[src/rtl/mem_byte_initiator_pkg.sv]
// Shared definitions for the byte-serial load/store initiator: op encodings,
// FSM states and per-op helpers.
package mem_byte_initiator_pkg;

    localparam logic [2:0] MEM_LW  = 3'b000;
    localparam logic [2:0] MEM_SW  = 3'b001;
    localparam logic [2:0] MEM_LB  = 3'b010;
    localparam logic [2:0] MEM_LBU = 3'b011;
    localparam logic [2:0] MEM_SB  = 3'b100;
    localparam logic [2:0] MEM_LH  = 3'b101;
    localparam logic [2:0] MEM_LHU = 3'b110;
    localparam logic [2:0] MEM_SH  = 3'b111;

    typedef enum logic [1:0] {
        ST_IDLE = 2'd0,
        ST_XFER = 2'd1,
        ST_RESP = 2'd2
    } state_t;

    function automatic logic [2:0] op_bytes(input logic [2:0] op);
        case (op)
            MEM_LW, MEM_SW:          op_bytes = 3'd4;
            MEM_LH, MEM_LHU, MEM_SH: op_bytes = 3'd2;
            default:                 op_bytes = 3'd1;
        endcase
    endfunction

    function automatic logic op_is_store(input logic [2:0] op);
        op_is_store = (op == MEM_SW) || (op == MEM_SB) || (op == MEM_SH);
    endfunction

    // Words go out MSB first, halfwords/bytes LSB first.
    function automatic logic [7:0] store_byte(input logic [2:0] op,
                                              input logic [31:0] d,
                                              input logic [1:0] i);
        logic w;
        w = (op == MEM_SW);
        case (i)
            2'd0:    store_byte = w ? d[31:24] : d[7:0];
            2'd1:    store_byte = w ? d[23:16] : d[15:8];
            2'd2:    store_byte = w ? d[15:8]  : d[23:16];
            default: store_byte = w ? d[7:0]   : d[31:24];
        endcase
    endfunction

endpackage

[src/rtl/mem_byte_initiator_load_extend.sv]
// Combinational load assembly: op plus four captured bytes (index 0..3)
// to a 32-bit sign/zero-extended result. Stores yield 0.
module load_extend
    import mem_byte_initiator_pkg::*;
(
    input  logic [2:0]      i_op,
    input  logic [3:0][7:0] i_bytes,
    output logic [31:0]     o_rdata
);

    always_comb begin
        o_rdata = '0;
        case (i_op)
            MEM_LW:  o_rdata = {i_bytes[0], i_bytes[1], i_bytes[2], i_bytes[3]};
            MEM_LH:  o_rdata = {{16{i_bytes[1][7]}}, i_bytes[1], i_bytes[0]};
            MEM_LHU: o_rdata = {16'h0000, i_bytes[1], i_bytes[0]};
            MEM_LB:  o_rdata = {{24{i_bytes[0][7]}}, i_bytes[0]};
            MEM_LBU: o_rdata = {24'h000000, i_bytes[0]};
            default: o_rdata = '0;
        endcase
    end

endmodule

[src/rtl/mem_byte_initiator.sv]
// Multi-cycle load/store initiator sequencing core requests as byte transfers.
// Optional LSU_ALIGN_CHECK_EN rejects misaligned word/halfword accesses.
module mem_byte_initiator
    import mem_byte_initiator_pkg::*;
#(
    parameter int ADDR_W = 32
) (
    input  logic              clk,
    input  logic              rst_n,
    input  logic              req_valid,
    output logic              req_ready,
    input  logic [2:0]        mem_op,
    input  logic [ADDR_W-1:0] addr,
    input  logic [31:0]       wdata,
    output logic              resp_valid,
    output logic [31:0]       rdata,
    output logic              misaligned,
    output logic              mem_req,
    output logic              mem_we,
    output logic [ADDR_W-1:0] mem_addr,
    output logic [7:0]        mem_wdata,
    input  logic              mem_ack,
    input  logic [7:0]        mem_rdata
);

    state_t            r_state, w_state_nxt;
    logic [2:0]        r_op;
    logic [ADDR_W-1:0] r_addr;
    logic [31:0]       r_wdata;
    logic [1:0]        r_idx;
    logic [2:0]        r_nbytes;
    logic [3:0][7:0]   r_bytes;
    logic              r_resp_valid, r_misaligned, r_mem_req, r_mem_we;
    logic [31:0]       r_rdata;
    logic [ADDR_W-1:0] r_mem_addr;
    logic [7:0]        r_mem_wdata;

    logic              w_misal, w_last;
    logic [1:0]        w_idx_nxt;
    logic [3:0][7:0]   w_bytes;
    logic [31:0]       w_ld_data;

`ifdef LSU_ALIGN_CHECK_EN
    assign w_misal = ((op_bytes(mem_op) == 3'd4) && (addr[1:0] != 2'b00)) ||
                     ((op_bytes(mem_op) == 3'd2) && addr[0]);
`else
    assign w_misal = 1'b0;
`endif

    assign w_last    = mem_ack && ({1'b0, r_idx} == (r_nbytes - 3'd1));
    assign w_idx_nxt = r_idx + 2'd1;

    // Merge the byte arriving this cycle so the result is ready on the last ack.
    always_comb begin
        w_bytes        = r_bytes;
        w_bytes[r_idx] = mem_rdata;
    end

    load_extend u_load_extend (
        .i_op    (r_op),
        .i_bytes (w_bytes),
        .o_rdata (w_ld_data)
    );

    always_ff @(posedge clk) begin
        if (!rst_n) r_state <= ST_IDLE;
        else        r_state <= w_state_nxt;
    end

    always_comb begin
        w_state_nxt = r_state;
        req_ready   = 1'b0;
        case (r_state)
            ST_IDLE: begin
                req_ready = 1'b1;
                if (req_valid) w_state_nxt = w_misal ? ST_RESP : ST_XFER;
            end
            ST_XFER: if (w_last) w_state_nxt = ST_RESP;
            ST_RESP: w_state_nxt = ST_IDLE;
            default: w_state_nxt = ST_IDLE;
        endcase
    end

    always_ff @(posedge clk) begin
        if (!rst_n) begin
            r_op         <= '0;
            r_addr       <= '0;
            r_wdata      <= '0;
            r_idx        <= '0;
            r_nbytes     <= '0;
            r_bytes      <= '0;
            r_resp_valid <= 1'b0;
            r_misaligned <= 1'b0;
            r_rdata      <= '0;
            r_mem_req    <= 1'b0;
            r_mem_we     <= 1'b0;
            r_mem_addr   <= '0;
            r_mem_wdata  <= '0;
        end else begin
            case (r_state)
                ST_IDLE: if (req_valid) begin
                    r_op     <= mem_op;
                    r_addr   <= addr;
                    r_wdata  <= wdata;
                    r_idx    <= '0;
                    r_nbytes <= op_bytes(mem_op);
                    if (w_misal) begin
                        r_resp_valid <= 1'b1;
                        r_misaligned <= 1'b1;
                        r_rdata      <= '0;
                    end else begin
                        r_mem_req   <= 1'b1;
                        r_mem_we    <= op_is_store(mem_op);
                        r_mem_addr  <= addr;
                        r_mem_wdata <= store_byte(mem_op, wdata, 2'd0);
                    end
                end
                ST_XFER: if (mem_ack) begin
                    r_bytes[r_idx] <= mem_rdata;
                    if (w_last) begin
                        r_mem_req    <= 1'b0;
                        r_mem_we     <= 1'b0;
                        r_resp_valid <= 1'b1;
                        r_rdata      <= w_ld_data;
                    end else begin
                        r_idx       <= w_idx_nxt;
                        r_mem_addr  <= r_addr + ADDR_W'(w_idx_nxt);
                        r_mem_wdata <= store_byte(r_op, r_wdata, w_idx_nxt);
                    end
                end
                ST_RESP: begin
                    r_resp_valid <= 1'b0;
                    r_misaligned <= 1'b0;
                end
                default: ;
            endcase
        end
    end

    assign resp_valid = r_resp_valid;
    assign rdata      = r_rdata;
    assign misaligned = r_misaligned;
    assign mem_req    = r_mem_req;
    assign mem_we     = r_mem_we;
    assign mem_addr   = r_mem_addr;
    assign mem_wdata  = r_mem_wdata;

endmodule

[config.mk]
export PLATFORM = sky130hd
export DESIGN_NAME = mem_byte_initiator
export DESIGN_NICKNAME = d
export VERILOG_FILES = /design/src/rtl/mem_byte_initiator_pkg.sv /design/src/rtl/mem_byte_initiator_load_extend.sv /design/src/rtl/mem_byte_initiator.sv
export SDC_FILE = /design/constraint.sdc
export NUM_CORES = 1
export LEC_CHECK = 0
export CORE_ASPECT_RATIO = 0.5
export CORE_MARGIN = 10
export CORE_UTILIZATION = 29
export CTS_CLUSTER_SIZE = 40
export DETAILED_ROUTE_END_ITERATION = 16
export PLACE_DENSITY = 0.48
export SYNTH_ARGS = -nofsm -noshare
export SYNTH_HDL_FRONTEND = slang
export SYNTH_HIERARCHICAL = 1
export SYNTH_SLANG_ARGS = --single-unit
[constraint.sdc]
create_clock -name clk -period 6.53 [get_ports clk]
set_clock_uncertainty 0.1 [all_clocks]
set_input_delay 1.306 -clock clk [delete_from_list [all_inputs] [get_ports clk]]
set_output_delay 1.306 -clock clk [all_outputs]
set_load 0.01 [all_outputs]
# Word level (Yosys, flattened, before mapping)
# Index checks and enable logic that the tools add are counted.
[classes]
magnitude_cmp = 2
add_sub_neg = 3
reduce_logical = 19
n_mux = 36
n_eq_ne = 19
[op_table]
columns = ["operator", "count"]
rows = [
  ["$pmux W32 S5", 1],
  ["$mux W32", 3],
  ["$mux W8", 9],
  ["$pmux W32 S2", 1],
  ["$add A32 B2 Y32", 1],
  ["$bwmux W32", 1],
  ["$pmux W8 S3", 1],
  ["$eq A3 B3 Y1 const B", 6],
  ["$demux W8 S2", 1],
  ["$pmux W8 S2", 1],
  ["$mux W2", 5],
  ["$ne A2 B2 Y1 const B", 4],
  ["$pmux W2 S2", 2],
  ["$reduce_and A4 Y1", 2],
  ["$mux W1", 7],
  ["$eq A3 B1 Y1 const B", 2],
  ["$eq A3 B2 Y1 const B", 2],
  ["$logic_not A3 Y1", 2],
  ["$pmux W1 S2", 3],
  ["$pmux W3 S2", 1],
  ["$reduce_and A2 Y1", 3],
  ["$reduce_and A3 Y1", 2],
  ["$eq A2 B1 Y1 const B", 2],
  ["$eq A2 B2 Y1 const B", 2],
  ["other kinds (11)", 15],
]
[totals]
inputBits = 79
output_inout_bits = 77
word_cells = 95
ff_bits = 181

# Longest topological paths before layout
[depth]
depth_word = 6
mapped_depth = 11
depth_no_buf = 8

# Cells and area by module
# Netlist, hierarchy kept.
[modules_own_cells]
columns = ["module", "instances", "seq_area_each_um2", "cells_each", "area_per_inst_um2"]
rows = [
  ["mem_byte_initiator", 1, 3623.5, 1040, 8219.1],
  ["load_extend", 1, 0.0, 102, 669.4],
]

# Worst setup path after synthesis
# Ideal clock, no wire load.
[synth_timing]
kind = "input -> register"
from = "input mem_op[1]"
to = "register r_mem_wdata[0] (netlist: mem_wdata[0])"
setup_slack_ns = 3.708
t_required_ns = 6.304
path_stages = 4
setup_time_ns = 0.126
path_buffers = 0
arrival_time_ns = 2.597
cell_sequence = "nor3b_1 mux2_2 o21ai_0 a31oi_1"
[synth_between]
elab_chain_len = 4
[synth_rtl]
columns = ["element", "line_no", "text"]
rows = [
  ["start, declared", "mem_byte_initiator.sv:12", "input logic [2:0] mem_op,"],
  ["$eq A3 B1 Y1", "mem_byte_initiator_pkg.sv:37", "w = (op == MEM_SW);"],
  ["$mux W8", "mem_byte_initiator_pkg.sv:39", "2'd0: store_byte = w ? d[31:24] : d[7:0];"],
  ["$mux W8", "mem_byte_initiator.sv:101", "ST_IDLE: if (req_valid) begin"],
  ["$pmux W8 S2", "mem_byte_initiator.sv:100", "case (r_state)"],
  ["end signal, assigned", "mem_byte_initiator.sv:115", "r_mem_wdata <= store_byte(mem_op, wdata, 2'd0);"],
  ["end signal, assigned", "mem_byte_initiator.sv:128", "r_mem_wdata <= store_byte(r_op, r_wdata, w_idx_nxt);"],
  ["end, declared", "mem_byte_initiator.sv:36", "logic [7:0] r_mem_wdata;"],
]
# No other way between the ends. The select of a mux whose other input is x is not followed.
# A chain may end at the register's enable or synchronous reset.

# Worst setup path after layout
[layout_timing]
from = "input mem_ack"
to = "register r_mem_addr[21] (netlist: mem_addr[21])"
[layout_between]
elab_chain_len = 3
elab_cells_between_ends = 4
cone_classes = "2 x eq/ne; 2 x reduce/logical"
[layout_rtl]
columns = ["element", "line_no", "text"]
rows = [
  ["start, declared", "mem_byte_initiator.sv:22", "input logic mem_ack,"],
  ["$logic_and A1 B1 Y1", "mem_byte_initiator.sv:50", "assign w_last = mem_ack && ({1'b0, r_idx} == (r_nbytes - 3'd1));"],
  ["$ne A2 B2 Y1 (no source line)", "n/a", ""],
  ["$reduce_and A4 Y1 (no source line) *", "n/a", ""],
  ["end signal, assigned", "mem_byte_initiator.sv:114", "r_mem_addr <= addr;"],
  ["end signal, assigned", "mem_byte_initiator.sv:127", "r_mem_addr <= r_addr + ADDR_W'(w_idx_nxt);"],
  ["end, declared", "mem_byte_initiator.sv:35", "logic [ADDR_W-1:0] r_mem_addr;"],
]
# Every way passes the cells marked *; elsewhere a longest branch is shown, timed or not.

==> impl_metrics.prom <==
# TYPE chip_impl_metric gauge
chip_impl_metric{name="synthesized_nets",unit=""} 1229
chip_impl_metric{name="post_synth_inst_count",unit=""} 1142
chip_impl_metric{name="min_period_over_period",unit=""} 0.5445
chip_impl_metric{name="cts-resized-gates",unit=""} 0
chip_impl_metric{name="groute.usage.overall",unit=""} 0.1454
chip_impl_metric{name="route.final.wire_length",unit="mm"} 28.70
chip_impl_metric{name="overflow",unit=""} 0
chip_impl_info{name="rr_startpoint",value="r_idx[0]"} 1
chip_impl_metric{name="timing.hold.worst_path_depth",unit=""} 2
chip_impl_metric{name="static_power_due_to_leakage",unit="uW"} 0.003781
chip_impl_metric{name="number_of_nets_in_the_layout",unit=""} 1327
chip_impl_info{name="ys.flop_type",value="dfxtp_1"} 1
chip_impl_metric{name="syn_area_per_cell",unit="sq um"} 7.783
chip_impl_metric{name="synth.lib_cells_used.distinct",unit=""} 67
chip_impl_metric{name="cts_max_level",unit=""} 4
chip_impl_metric{name="io_buffers",unit=""} 154
chip_impl_metric{name="yosysSeqAreaShare",unit=""} 0.4077
chip_impl_metric{name="drt_pass1_iterations",unit=""} 7
chip_impl_metric{name="timing.reg2reg.worst_path_depth",unit=""} 8
chip_impl_metric{name="antenna_violating_nets_post_route",unit=""} 0
chip_impl_metric{name="first_global_vias",unit=""} 8190
chip_impl_metric{name="routed_via_density",unit=""} 5.076
chip_impl_info{name="crit_type",value="in -> reg"} 1
chip_impl_metric{name="cts_hold_buf",unit=""} 0
chip_impl_metric{name="die_area",unit="sq um"} 38480
chip_impl_metric{name="routabilityCongestion",unit=""} 0.8006
chip_impl_metric{name="p_r_area_growth_vs_syn",unit="%"} 27.04
chip_impl_metric{name="worstSkewPairLatency",unit="ns"} 0.45
chip_impl_info{name="largest_family_of_logic_cells_by_synthesized_area",value="compound AO/OA/AOI/OAI gates"} 1
chip_impl_info{name="critPathLaunchType",value="primary input"} 1
chip_impl_metric{name="number_of_hold_violations_in_the_final_report",unit=""} 0
chip_impl_metric{name="register_to_register_setup_slack",unit="ns"} 3.16
chip_impl_metric{name="antenna_found_initial",unit=""} 0
chip_impl_metric{name="postSynthRegisterBits",unit=""} 181
chip_impl_metric{name="cts_made_buffers",unit=""} 17
chip_impl_info{name="whs_endpoint",value="r_wdata[8]"} 1
chip_impl_metric{name="place_ws",unit="ns"} 2.539
chip_impl_metric{name="fin_ws",unit="ns"} 2.974
chip_impl_metric{name="timing.max_slew.rel_slack",unit=""} 0.2479
chip_impl_metric{name="report.final.setup_viol",unit=""} 0
chip_impl_metric{name="synth_simple_gate_area_frac",unit=""} 0.2161
chip_impl_metric{name="postSynth.asyncResetShare",unit=""} 0
chip_impl_info{name="regToRegEndpoint",value="mem_addr[28]"} 1
chip_impl_metric{name="wire_length_of_the_first_global_routing_pass",unit="mm"} 44.28
chip_impl_metric{name="drv_cap",unit=""} 0
chip_impl_metric{name="cts_post_setup_buffers_inserted",unit=""} 0
chip_impl_metric{name="tightestPinTransition",unit="ns"} 1.126
chip_impl_metric{name="number_of_enable_type_register_cells_in_the_synthesized_netlist",unit=""} 0
chip_impl_info{name="worst_hold_check_path_type",value="reg -> reg"} 1
chip_impl_metric{name="dpl_wire_length",unit="mm"} 20.09
chip_impl_metric{name="coreArea",unit="sq um"} 30240
chip_impl_metric{name="drtIter0Drc",unit=""} 485
chip_impl_metric{name="cts.sinks",unit=""} 181
chip_impl_metric{name="power.ir.vdd_worst",unit="mV"} 0.2040
chip_impl_metric{name="post_synth_fa_ha_maj_area_fraction",unit=""} 0.01211
chip_impl_metric{name="yosysWarningCount",unit=""} 6
chip_impl_info{name="holdCritStartpoint",value="r_wdata[8]"} 1
chip_impl_metric{name="grt_start_max_net_pins",unit=""} 91
chip_impl_metric{name="drc",unit=""} 0
chip_impl_metric{name="initial_utilization",unit=""} 0.2940
chip_impl_info{name="clock-root-buffer",value="clkbuf_16"} 1
chip_impl_metric{name="io_pins",unit=""} 156
chip_impl_metric{name="timing.critical_path.fanout_max",unit=""} 41
chip_impl_metric{name="fmax",unit="MHz"} 281.2
chip_impl_info{name="status",value="complete, no violations"} 1
chip_impl_metric{name="synth.area.mux_share",unit=""} 0.06109
chip_impl_metric{name="maximum_buffer_depth_of_the_clock_tree",unit=""} 2
chip_impl_metric{name="synthXorXnorAreaFrac",unit=""} 0.02463
chip_impl_metric{name="synth_area",unit="sq um"} 8889
chip_impl_metric{name="drive_above_1_share",unit=""} 0.08619
chip_impl_metric{name="final.setup.tns",unit="ns"} 0
chip_impl_metric{name="pwr_density_cell",unit="nW/um^2"} 244.8
chip_impl_metric{name="final_min_period",unit="ns"} 3.556
chip_impl_metric{name="data_required_time_of_the_worst_path",unit="ns"} 6.78
chip_impl_metric{name="cts.clk_slew.worst_paths",unit="ns"} 0.07
chip_impl_metric{name="die_width",unit="um"} 267.6
chip_impl_metric{name="row_count",unit=""} 45
chip_impl_metric{name="slew_viol_final",unit=""} 0
chip_impl_metric{name="die_h",unit="um"} 143.8
chip_impl_metric{name="detailroute.via_count",unit=""} 8391
chip_impl_metric{name="critPathArrivalTime",unit="ns"} 3.80
chip_impl_metric{name="synth-compound-area-share",unit=""} 0.2241
chip_impl_info{name="cts_tree",value="built"} 1
chip_impl_info{name="endpoint_kind_of_the_worst_setup_timing_path",value="flop"} 1
chip_impl_info{name="rsz_0062_raised_after_global_routing",value="no"} 1
chip_impl_metric{name="wire_per_inst",unit="um"} 17.36
chip_impl_metric{name="holdWs",unit="ns"} 0.3533
layout by cell type (no fill, tap or decap), types with 5 or more instances in the layout:
cell type / n
xor2_1: 10
nor3_1: 6
nand2_1: 307
nand3_1: 18
a211o_1: 5
nor3b_1: 17
nand4_1: 10
o21ai_0: 59
dfxtp_1: 181
and2_1: 5
ha_1: 7
o21a_1: 5
clkbuf_16: 17
nor4_1: 10
buf_4: 12
mux2i_1: 7
or3_1: 6
a21oi_1: 187
xnor2_1: 15
a31oi_1: 12
o2bb2ai_2: 8
o21ai_1: 6
clkdlybuf4s50_1: 154
a221oi_1: 5
a32oi_1: 8
a211oi_1: 6
inv_1: 17
a22o_1: 8
nor2_1: 26
mux2_2: 41
area by class of cell:
type                    count  area (sq um)
fillers                  3155         18940
multi-input cells         855          4817
flip-flops and latches    181          3623
repair buffers            166          1632
well taps                 399         499.2
clock buffers              19         452.9
clock inverters            13         191.4
inverters                  19         73.82
diodes                      1         2.502
Yosys cell counts, types with 3 or more instances:
cell | instances | area share
clkbuf_1 | 61 | 0.026
nor3_1 | 6 | 0.0034
o2bb2ai_2 | 8 | 0.014
xnor2_1 | 15 | 0.015
ha_1 | 7 | 0.0099
nand2_1 | 308 | 0.13
nand2b_1 | 3 | 0.0021
o22ai_1 | 4 | 0.0028
buf_6 | 5 | 0.0063
or3_1 | 6 | 0.0042
o211ai_1 | 3 | 0.0025
buf_2 | 7 | 0.0039
xor2_1 | 10 | 0.0099
o21ai_0 | 59 | 0.033
buf_1 | 8 | 0.0034
a32oi_1 | 8 | 0.0079
nand4_1 | 10 | 0.0070
a21oi_1 | 188 | 0.11
nor4_1 | 10 | 0.0070
a21boi_0 | 3 | 0.0025
or4_1 | 3 | 0.0025
nor3b_1 | 19 | 0.016
a31oi_1 | 12 | 0.0084
o21ai_1 | 6 | 0.0034
a211oi_1 | 6 | 0.0051
buf_4 | 4 | 0.0034
dfxtp_1 | 181 | 0.41
nor2_1 | 27 | 0.011
inv_1 | 17 | 0.0072
nand3_1 | 18 | 0.010
a221oi_1 | 5 | 0.0049
a22o_1 | 8 | 0.0079
and2_1 | 5 | 0.0035
and4_1 | 4 | 0.0039
mux2_2 | 41 | 0.052
mux2i_1 | 7 | 0.0079
o21a_1 | 5 | 0.0042
a211o_1 | 5 | 0.0049
a311o_1 | 3 | 0.0034
critical path, stage by stage:
cell,delay [ns]
clkdlybuf4s50_1,0.47
nand3b_1,0.11
buf_4,0.35
a21oi_1,0.17
a21oi_4,0.88
a221oi_1,0.19
a211oi_1,0.31
how the worst max path moves through the flow:
| stage | from | end |
|---|---|---|
| 5_1_grt | mem_ack | mem_addr[24] |
| 2_1_floorplan | mem_op[1] | mem_wdata[0] |
| 6_report | mem_ack | mem_addr[21] |
| 4_1_cts | mem_ack | mem_addr[21] |
| 3_5_place_dp | mem_ack | mem_addr[21] |
| 3_3_place_gp | mem_ack | mem_addr[21] |
per-layer routing:
metal,vias to the layer above,share of wire,track usage
li1,4169,-,-
met1,4052,0.44,0.1714
met2,140,0.51,0.2617
met3,30,0.039,0.03104
met4,0,0.014,0.04317
met5,-,0,0
state kept, by name, summed over array words and instances (netlist names), 2 cells and up:
| signal | count |
|---|---|
| rdata | 32 |
| r_bytes | 32 |
| r_state | 2 |
| r_idx | 2 |
| mem_addr | 32 |
| r_wdata | 32 |
| r_nbytes | 3 |
| mem_wdata | 8 |
| r_addr | 32 |
| r_op | 3 |
power breakdown:
group | internal [uW] | switching (uW) | leakage, uW
combinational | 184 | 235 | 0.00200
sequential | 1160 | 47.5 | 0.00148
clock | 666 | 474 | 0.000307
total | 2010 | 757 | 0.00378
cell families after synthesis:
| group | count (synthesis) |
|---|---|
| AO/OA/AOI/OAI | 337 |
| flip-flops | 181 |
| other | 1 |
| XOR/XNOR | 25 |
| adder cells (fa/ha/maj) | 8 |
| buffers and inverters | 106 |
| multiplexers | 49 |
| AND/OR/NAND/NOR | 435 |
metrics by stage:
| step | cells | utilization | instance area, sq um | power (uW) |
|---|---|---|---|---|
| final | 1653 | 0.3735 | 11290 | 2764 |
| after global routing | 1652 | 0.3734 | 11290 | 2891 |
| after CTS | 1652 | 0.3734 | 11290 | 2799 |
| after detailed placement | 1620 | 0.3521 | 10650 | 1652 |
| after global placement | 1620 | 0.3521 | 10650 | 1645 |
| after floorplan | 1142 | - | 8889 | 1465 |
Power figures use the tool's default switching activity.
==> RTL edit, RTL diff (same settings) <==
`ADDR_W`: 32 -> 64.
--- a/src/rtl/mem_byte_initiator.sv
+++ b/src/rtl/mem_byte_initiator.sv
@@ -5,3 +5,3 @@
 #(
-    parameter int ADDR_W = 32
+    parameter int ADDR_W = 64
 ) (
Ports: changed (resized addr and mem_addr); port bits go from 156 to 220. No check against the original RTL was run, so the function may have changed too.
==> RTL edit against the unedited design <==
  * Sequential cell count increased by 64
  * Sequential power increased by 37%
  * Area after synthesis rose by 33%
  * Critical path type is now flip-flop to flip-flop
  * Total power grew 32%
  * Setup slack worse by 0.32 ns
  * Non-clock buffer count up 63
  * Largest cell class unchanged
  * Design area up 34%
  * Wire length increased by 44%
==> RTL edit: results (changes against the unedited design) <==
run_status:
  status: "finished clean"  # unchanged
critical_path:
  arrival_ns: 4.17  # was 3.80 ns
  cp_slowest_cell: "nor4_4"  # was a21oi_4
  slowest_delay_ns: 0.69  # was 0.88 ns
global_route:
  track_usage_pct: 15.84  # was 14.54%
  grt_max_degree: 139  # was 91
  antenna_found_initial: 1  # was 0
  grt_pass1_wl_um: 64320  # was 44280 µm
synth:
  synth.avg_cell_area_um2: 7.883  # was 7.783 µm²
  syn_nets: 1618  # was 1229
  synthTopCellsByCount: "nand2_1, dfxtp_1, a21oi_1, clkbuf_1, nor2_1"  # was nand2_1, a21oi_1, dfxtp_1, clkbuf_1, o21ai_0
  synth_area_leaders: "dfxtp_1, nand2_1, a21oi_1, mux2_2, xnor2_1"  # was dfxtp_1, nand2_1, a21oi_1, mux2_2, o21ai_0
  synth_cell_types: 65  # was 67
  yosysSeqAreaShare_pct: 41.51  # was 40.77%
route:
  drtIter0Drc: 705  # was 485
  dr_total_vias: 11040  # was 8391
  routedWlPerCell_um: 18.84  # was 17.36 µm
  drt-vias-per-instance: 5.026  # was 5.076
  dr.pass1.iters: 5  # was 7
place:
  globalplace.congestion: 0.7667  # was 0.8006
  io_buffers: 218  # was 154
  hpwl_um: 28660  # was 20090 µm
  place_inst: 2155  # was 1620
  place_area_um2: 14330  # was 10650 µm²
  place_ws_ns: 2.273  # was 2.539 ns
pwr:
  ir_drop_mv: 0.1933  # was 0.2040 mV
  p_leak_nw: 5.087  # was 3.781 nW
cells_and_area:
  multiInputGateArea_um2: 6409  # was 4817 µm²
  nets: 1761  # was 1327
  fill_cells: 4305  # was 3155
  drive_gt1_share_pct: 7.307  # was 8.619%
clock_tree:
  cts_max_level: 1  # was 4
  insertion_delay_ns: 0.55  # was 0.45 ns
timing:
  slew_headroom_pct: 21.21  # was 24.79%
-- RTL edit: cell types whose count changed in the layout (fill, tap and decap cells not counted), sizes merged, moves of 10 or more --
cell / before / now
nor3: 6 / 23
o21ai: 65 / 46
nand3: 19 / 34
dfxtp: 181 / 245
nor3b: 19 / 9
a21boi: 3 / 24
xnor2: 15 / 43
a21oi: 188 / 233
nor2: 27 / 55
nand2: 309 / 387
o22ai: 4 / 20
nand4: 11 / 27
clkbuf: 19 / 31
clkdlybuf4s50: 154 / 218
-- RTL edit: routing by layer --
| layer | wire length, µm | vias to the layer above | GRT usage (%) |
|---|---|---|---|
| met5 | 0 | - | 0 |
| met1 | 18950 | 5319 | 20.21 |
| met4 | 622 | 0 | 2.729 |
| met2 | 20620 | 158 | 28.38 |
| li1 | - | 5526 | - |
| met3 | 1214 | 39 | 2.310 |
-- RTL edit: final cells by class --
type / count / area share, %
diodes: 1 / 0.01652
clock buffers: 31 / 4.610
clock inverters: 10 / 0.7518
inverters: 16 / 0.4296
multi-input cells: 1125 / 42.31
flip-flops and latches: 245 / 32.38
well taps: 540 / 4.461
repair buffers: 229 / 15.04
-- RTL edit: worst paths after layout --
path | startpoint | to | slack, ns | cells past startpoint
min reg2reg | rdata[15]$_SDFFE_PN0P_ | rdata[15]$_SDFFE_PN0P_ | 0.35 | 2
max | r_idx[0]$_SDFFE_PN0P_ | mem_addr[38]$_SDFFE_PN0P_ | 2.65 | 9
min | rdata[15]$_SDFFE_PN0P_ | rdata[15]$_SDFFE_PN0P_ | 0.35 | 2
max reg2reg | r_idx[0]$_SDFFE_PN0P_ | mem_addr[38]$_SDFFE_PN0P_ | 2.65 | 9
-- RTL edit: worst max-delay path: cells and delay by family, from the launching register on --
kind,cells,cell delay (ns)
flip-flops,1,0.43
buffers and inverters,1,0.14
AND/OR/NAND/NOR,3,1.50
AO/OA/AOI/OAI,3,0.80
adder cells (fa/ha/maj),2,0.72
-- RTL edit: logic make-up after synthesis --
logic type                 after synthesis  share of synthesized area, %
muxes                                   46                         4.278
and+or+nand+nor                        591                         22.68
adders and majority gates                8                        0.9106
other                                    1                       0.03174
buffers and inverters                  129                         4.617
AOI/OAI and AO/OA                      418                         21.45
xor gates and xnor gates                61                         4.521
DFF                                    245                         41.51
-- RTL edit: report_power, final --
part           switching, mW  total, mW  internal [mW]
registers             0.0692       1.64           1.57
clock network          0.648       1.48          0.835
logic                  0.285      0.515          0.231
total                   1.00       3.64           2.64
